## config.mk

```make
export PLATFORM = sky130hd
export DESIGN_NAME = oqpsk_demod_iad
export DESIGN_NICKNAME = d
export VERILOG_FILES = /design/src/rtl/oqpsk_pkg.sv /design/src/rtl/oqpsk_iad_branch.sv /design/src/rtl/oqpsk_demod_iad.sv
export SDC_FILE = /design/constraint.sdc
export NUM_CORES = 1
export LEC_CHECK = 0
export CAP_MARGIN = 10
export CORE_MARGIN = 5
export CORE_UTILIZATION = 53
export DETAILED_ROUTE_END_ITERATION = 7
export PLACE_DENSITY_LB_ADDON = 0.3
export SLEW_MARGIN = 10
export SYNTH_ARGS = -nofsm -noshare
export SYNTH_HDL_FRONTEND = slang
export SYNTH_HIERARCHICAL = 1
export SYNTH_SLANG_ARGS = --single-unit
export TNS_END_PERCENT = 30
```

## constraint.sdc

```tcl
create_clock -name CLK -period 2.2 [get_ports CLK]
set_input_delay 0.22 -clock CLK [delete_from_list [all_inputs] [get_ports CLK]]
set_output_delay 0.22 -clock CLK [all_outputs]
set_load 0.05 [all_outputs]
```

## src/rtl/oqpsk_pkg.sv

```systemverilog
// Shared constants, FSM state codes and decision helper for the OQPSK modem blocks.
package oqpsk_pkg;
   localparam int OQPSK_W   = 13;
   localparam int OQPSK_SPB = 16;
   localparam int OQPSK_AW  = OQPSK_W + $clog2(2 * OQPSK_SPB);
   // Pulse-shaping table address width used by the modulator (one symbol per table).
   localparam int OQPSK_TBL_AW = $clog2(2 * OQPSK_SPB);

   localparam logic [1:0] ST_IDLE = 2'd0;
   localparam logic [1:0] ST_FILL = 2'd1;
   localparam logic [1:0] ST_RUN  = 2'd2;

   // Hard decision: a non-negative sum (including zero) decides 1.
   function automatic logic sign_to_bit(input logic sum_msb);
      return ~sum_msb;
   endfunction
endpackage

```

## src/rtl/oqpsk_iad_branch.sv

```systemverilog
// One integrate-and-dump branch: load/add accumulator, sign decision on acc + current sample.
// Erasure compare present only with OQPSK_DEMOD_ERASE_EN.
module oqpsk_iad_branch
   import oqpsk_pkg::*;
#(
   parameter int W      = OQPSK_W,
   parameter int AW     = OQPSK_AW,
   parameter int THRESH = 64
) (
   input  logic         clk,
   input  logic         rst,
   input  logic         en,
   input  logic         load,
   input  logic [W-1:0] x,
   output logic         dec
`ifdef OQPSK_DEMOD_ERASE_EN
   ,
   output logic         erase
`endif
);
   logic [AW-1:0] acc_q, acc_d, x_ext, sum;

   always_comb begin
      x_ext = {{(AW-W){x[W-1]}}, x};
      sum   = acc_q + x_ext;
      acc_d = acc_q;
      if (en) acc_d = load ? x_ext : sum;
      dec   = sign_to_bit(sum[AW-1]);
   end

`ifdef OQPSK_DEMOD_ERASE_EN
   localparam logic signed [AW-1:0] THR = AW'(THRESH);
   always_comb erase = ($signed(sum) < THR) && ($signed(sum) > -THR);
`endif

   always_ff @(posedge clk) begin
      if (rst) acc_q <= '0;
      else     acc_q <= acc_d;
   end
endmodule

```

## src/rtl/oqpsk_demod_iad.sv

```systemverilog
// OQPSK integrate-and-dump demodulator: phase counter, IDLE/FILL/RUN FSM, I/Q branches,
// alternating I,Q bit output. Optional erasure flag under OQPSK_DEMOD_ERASE_EN.
module oqpsk_demod_iad
   import oqpsk_pkg::*;
#(
   parameter int W      = OQPSK_W,
   parameter int SPB    = OQPSK_SPB,
   parameter int THRESH = 64
) (
   input  logic         CLK,
   input  logic         RST,
   input  logic         EN,
   input  logic         SYNC,
   input  logic [W-1:0] I,
   input  logic [W-1:0] Q,
   output logic         BitOut,
   output logic         BitValid,
   output logic         Erase,
   output logic         Locked
);
   localparam int AW = W + $clog2(2 * SPB);
   localparam int PW = $clog2(2 * SPB);
   localparam logic [PW-1:0] PH_LAST = PW'(2 * SPB - 1);
   localparam logic [PW-1:0] PH_HALF = PW'(SPB);
   localparam logic [PW-1:0] PH_QDEC = PW'(SPB - 1);

   logic [1:0]    state_q, state_d;
   logic [PW-1:0] ph_q, ph_d;
   logic          bit_q, bit_d, valid_q, valid_d, locked_q, locked_d;
   logic          restart, adv, i_en, i_load, i_dump, q_load, q_dump, i_dec, q_dec;

   always_comb begin
      // A SYNC sample always restarts, discarding partial windows without a decision.
      restart  = EN & SYNC;
      adv      = EN & ~SYNC & (state_q != ST_IDLE);
      i_en     = restart | adv;
      i_load   = restart | (ph_q == '0);
      i_dump   = adv & (ph_q == PH_LAST);
      q_load   = (ph_q == PH_HALF);
      q_dump   = adv & (state_q == ST_RUN) & (ph_q == PH_QDEC);
      ph_d     = ph_q;
      state_d  = state_q;
      locked_d = locked_q;
      if (restart) begin
         ph_d     = PW'(1);
         state_d  = ST_FILL;
         locked_d = 1'b0;
      end else if (adv) begin
         ph_d = (ph_q == PH_LAST) ? '0 : ph_q + PW'(1);
         if (i_dump) state_d = ST_RUN;
         if (q_dump) locked_d = 1'b1;
      end
      valid_d = i_dump | q_dump;
      bit_d   = i_dump ? i_dec : (q_dump ? q_dec : bit_q);
   end

   always_ff @(posedge CLK) begin
      if (RST) begin
         state_q  <= ST_IDLE;
         ph_q     <= '0;
         bit_q    <= 1'b0;
         valid_q  <= 1'b0;
         locked_q <= 1'b0;
      end else begin
         state_q  <= state_d;
         ph_q     <= ph_d;
         bit_q    <= bit_d;
         valid_q  <= valid_d;
         locked_q <= locked_d;
      end
   end

`ifdef OQPSK_DEMOD_ERASE_EN
   logic i_er, q_er, erase_q, erase_d;
   always_comb erase_d = i_dump ? i_er : (q_dump ? q_er : erase_q);
   always_ff @(posedge CLK) begin
      if (RST) erase_q <= 1'b0;
      else     erase_q <= erase_d;
   end
   assign Erase = erase_q & valid_q;
`else
   assign Erase = 1'b0;
`endif

   oqpsk_iad_branch #(.W(W), .AW(AW), .THRESH(THRESH)) u_br_i (
      .clk(CLK), .rst(RST), .en(i_en), .load(i_load), .x(I), .dec(i_dec)
`ifdef OQPSK_DEMOD_ERASE_EN
      , .erase(i_er)
`endif
   );

   oqpsk_iad_branch #(.W(W), .AW(AW), .THRESH(THRESH)) u_br_q (
      .clk(CLK), .rst(RST), .en(adv), .load(q_load), .x(Q), .dec(q_dec)
`ifdef OQPSK_DEMOD_ERASE_EN
      , .erase(q_er)
`endif
   );

   assign BitOut   = bit_q;
   assign BitValid = valid_q;
   assign Locked   = locked_q;
endmodule
```

; ---- Word-level counts from Yosys, hierarchy flattened
; Cells that the tools add are included.
[totals]
in_bits = 30
reg_bits = 46
[classes]
add_sub_neg = 3
bitwise_logic = 12
mux = 10
n_eq_ne = 4
n_reduce_logical = 9
[ops]
columns = cell, n
row1 = adder 18 bit, 2
row2 = 2-to-1 mux 18 bit, 2
row3 = "== test 5 bit, second input constant", 2
row4 = nonzero test 2 bit, 4
row5 = 2-to-1 mux 1 bit, 7
row6 = AND 1 bit, 6
row7 = AND reduction 2 bit, 3
row8 = "adder 5 x 1 -> 5 bit, second input constant", 1
row9 = "== test 5 x 4 -> 1 bit, second input constant", 1
row10 = zero test 5 bit, 1
row11 = 2-to-1 mux 5 bit, 1
row12 = NOT 1 bit, 3
row13 = bitwise OR 1 bit, 3
row14 = "== test 2 bit, second input constant", 1
row15 = OR reduction 2 bit, 1

; ---- Longest topological paths before layout
; Gate-level depths: netlist (run 1).
[depth]
word_depth = 7
mapped_depth = 10
mapped_depth_nobuf = 9

; ---- Cells and area by module
; The synthesis (run 1) kept the hierarchy.
[by_module_without_submodules]
columns = mod, instances, area_per_inst_um2, seq_area_each_um2, cells_each
row1 = oqpsk_iad_branch (u_br_q), 1, 1740.4, 360.3, 223
row2 = oqpsk_iad_branch (u_br_i), 1, 1681.6, 360.3, 211
row3 = oqpsk_demod_iad, 1, 564.3, 200.2, 69

; ---- Worst setup path before layout (run 1)
; No wires, ideal clock.
[synth_timing]
path_type = register to register
startpoint = register u_br_q.acc_q[0]
endpoint = register u_br_q.acc_q[10]
setup_time_ns = 0.088
path_buffers = 0
setup_slack_ns = -0.139
arrival_time_ns = 2.251
stages_incl_launch_ff = 9
cell_sequence = dfxtp_1 ha_1 fa_1 a211oi_1 nor2_1 o2111a_1 o21ai_1 or3b_1 a311oi_2
[synth_via]
elab_chain_cells = 2
[synth_lines]
columns = item, line
row1 = from (decl), oqpsk_iad_branch.sv:21  ; logic [AW-1:0] acc_q, acc_d, x_ext, sum;
row2 = from (signal assigned), oqpsk_iad_branch.sv:37  ; if (rst) acc_q <= '0;
row3 = from (signal assigned), oqpsk_iad_branch.sv:38  ; else acc_q <= acc_d;
row4 = adder 18 bit, oqpsk_iad_branch.sv:25  ; sum = acc_q + x_ext;
row5 = 2-to-1 mux 18 bit, oqpsk_iad_branch.sv:27  ; if (en) acc_d = load ? x_ext : sum;
; No other way between the ends.
; A chain may end at the register's enable or synchronous reset.

; ---- Worst setup path in the final report (run 1)
; Ends and elaborated chain as after synthesis.

==> results.yml, run 1 <==
pwr:
  intPower_mw: 1.58
  vdd.ir_drop.worst_v: 0.000327
  power.combinational.fraction: 0.400
  power_density_mw_per_mm2: 449
  netSwitchingFraction: 0.351
  net-switching-power_mw: 0.856
  seq_power_share: 0.375
  power.share.clock: 0.225
  total_leakage_power_nw: 2.36
  power.total_mw: 2.44
placement:
  detailed_place.area_sq_mm: 0.00501
  gp_routability_congestion: 0.928
  detailed_place_hpwl_um: 8070
  io_buffers: 32
sta:
  timing_worst_slew_pin_value_ns: 0.550
  setup_slack_ns: -0.0860
  maxSlewViolCount: 0
  fin_crit_ns: 2.29
  hold_slack_ns: 0.284
  total_setup_violations_reported_at_the_end_of_the_flow: 5
  worst_clock_skew_ns: 0.00972
  timing_hold_violations_final: 0
  period_share: 1.04
  maxClockFrequency_ghz: 0.437
  timing.slew.headroom: 0.632
  rsz0062_at_grt: "true"
clocking:
  path_clk_slew_ns: 0.10
  htree_levels: 2
  max-clock-path-buffers: 2
  ctsRootBufferMaster: "clkbuf_8"
  worstSkewPairLatency_ns: 0.31
  numClockSinks: 46
  holdBufCountCts: 0
  num_cts_buffers: 5
  cts_tree: "done"
grt:
  grt_antenna_before_repair: 0
  maximum_number_of_pins_on_one_net_before_global_route_repair: 40
  track_usage: 0.227
  total_overflow_reported_by_the_global_router: 0
  via_count_of_the_first_global_routing_pass: 4156
  grt_first_pass_wirelength_um: 18500
yosys:
  synth_area_sq_mm: 0.00399
  mean_instance_size_in_the_synthesized_netlist_sq_um: 7.93
  synth_commonest_cells: "55 x nand2_1, 50 x nor2_1, 46 x dfxtp_1, 39 x ha_1, 38 x a21oi_1"
  synth.yosys.warnings: 6
  yosysSeqAreaShare: 0.231
  synth_most_common_cell: "nand2_1"
  synth_cell_type_count: 72
  top_post_synthesis_cells_by_area: "dfxtp_1 23%, ha_1 12%, nand2_1 5.2%"
  postSynthRegisterBits: 46
  yosysTopAreaCell: "dfxtp_1"
  synth_flop_cell: "dfxtp_1"
  synth_async_sr_flop_share: 0
  synth_largest_type_area_fraction: 0.231
  synth-edff-count: 0
  netlist_instances: 503
  mappedNetlistNets: 574
final_layout:
  final_net_count: 690
  post-route-cell-area_sq_mm: 0.00543
  layout.area.seq_sq_um: 927
  number_of_inserted_diodes: 0
  syn_to_final_growth_pct: 36.3
  n_fill_cell: 532
  final_layout_size_suffix_gt1_frac: 0.258
  final_util: 0.745
  multiInputGateArea_sq_mm: 0.00313
floorplan:
  die_x_um: 96.7
  boundary_pins: 34
  rows: 31
  dieArea_sq_mm: 0.00936
  chipHeight_um: 96.7
  placeableCoreArea_sq_mm: 0.00729
  initial_core_util: 0.547
critical_path:
  cp-start-kind: "flop"
  number_of_cells_traversed_by_the_worst_register_to_register_path: 8
  critPathArrivalTime_ns: 2.51
  timing.critical_path.to_type: "flop"
  ff2ff_setup_slack_ns: -0.09
  worstSetupPathType: "flop to flop"
  worst-endpoint-required_ns: 2.43
  critical_path_peak_fanout: 2
route:
  drc_errors: 0
  routed_wire_length_per_instance_um: 16.2
  num_vias: 4343
  drt_pre_antenna_iters: 5
  drt_iter0_markers: 196
  drtAntennaViolNets: 0
  finalWirelength_um: 11700
  drt-vias-per-instance: 6.04
outcome:
  failed_checks: "setup timing"
  outcome: "finished, violations left"
flow_run:
  drv_cap: 0
worst_hold_path:
  min_path_cells: 3
  tightest_hold_check_type: "input pin to flop"
==> state kept, by name, summed over array words and instances (netlist names) <==
name and cells:
Locked 1, BitValid 1, state_q 2, u_br_q/acc_q 18, u_br_i/acc_q 18, BitOut 1
ph_q 5
==> kinds of logic after synthesis <==
| family | Yosys count | synth area share |
|---|---|---|
| muxes | 17 | 0.0430 |
| xor gates and xnor gates | 25 | 0.0549 |
| and+or+nand+nor | 166 | 0.198 |
| other | 1 | 0.000941 |
| AOI/OAI and AO/OA | 166 | 0.288 |
| buffers and inverters | 41 | 0.0518 |
| adders and majority gates | 41 | 0.132 |
| DFF | 46 | 0.231 |
==> layout make-up <==
class	count	share of cell area
clock buffer	5	0.0127
inverter	18	0.0124
tap	99	0.0228
clock inverter	3	0.00392
timing repair buffer	132	0.201
multi-input combinational	416	0.577
sequential	46	0.171
==> stage by stage <==
stage	worst slack, ns	TNS, ns	instances
after floorplan	-0.0140	-0.0140	503
after global placement	-0.442	-6.10	701
after detailed placement	-0.541	-8.50	701
after CTS	-0.137	-0.519	711
after global routing	-0.182	-1.22	719
final	-0.0860	-0.207	719
==> cells in the final DEF, fill, tap and decap left out, types with 7 or more instances in the layout <==
master and n:
a211oi_1 10, a21o_1 10, a21oi_1 28, a21oi_2 10, a311oi_1 9, a31oi_1 7
buf_4 98, clkdlybuf4s50_1 24, dfxtp_1 43, ha_1 31, ha_4 8, inv_1 17
mux2i_1 16, nand2_1 55, nand2b_1 7, nand4_1 8, nor2_1 46, nor3_1 9
o211ai_1 11, o21ai_0 25, xnor2_1 19
==> worst max-delay path, cell delays in order, from the launching register on <==
cell	delay [ns]
dfxtp_2	0.35
ha_4	0.16
fa_2	0.37
a211oi_4	0.24
nor2_2	0.07
o2111a_1	0.28
o21ai_1	0.12
or3b_4	0.39
a311oi_2	0.23
==> layer usage <==
metal  vias up  track usage  part of all wire
met2       154        0.411              0.50
met1      2045        0.272              0.42
met4         0       0.0724             0.032
met5         -            0                 0
met3        48       0.0353             0.047
li1       2096            -                 -
==> power by group through the flow <==
| stage | logic [mW] | registers, mW | clock network, mW |
|---|---|---|---|
| finish | 0.975 | 0.915 | 0.548 |
| global route | 1.06 | 0.921 | 0.600 |
| CTS | 0.885 | 0.911 | 0.562 |
| detailed placement | 0.869 | 0.928 | 0 |
| global placement | 0.839 | 0.924 | 0 |
| floorplan | 0.543 | 0.918 | 0 |
==> worst paths after layout <==
| kind | end | startpoint |
|---|---|---|
| setup reg to reg | u_br_q/acc_q[10] | u_br_q/acc_q[0] |
| hold / removal | u_br_i/acc_q[4] | I[4] |
| setup / recovery | u_br_q/acc_q[10] | u_br_q/acc_q[0] |
| hold reg to reg | Locked | Locked |
==> repair_timing <==
item | CTS | global route
pin swaps | 18 | 25
setup buffers | 2 | 9
gates resized for setup | 19 | 37
setup endpoints to repair | 14 | 26
endpoints found under the hold margin | 0 | 0
gates cloned | 0 | 0
Power figures use the tool's default switching activity.
==> run 2: changes to the inputs <==
Settings changed: CAP_MARGIN 10 to 40, HOLD_SLACK_MARGIN set to 0.05.
==> results of run 2 <==
Same layout as run 1: the final DEF is identical, and so are final timing and power.
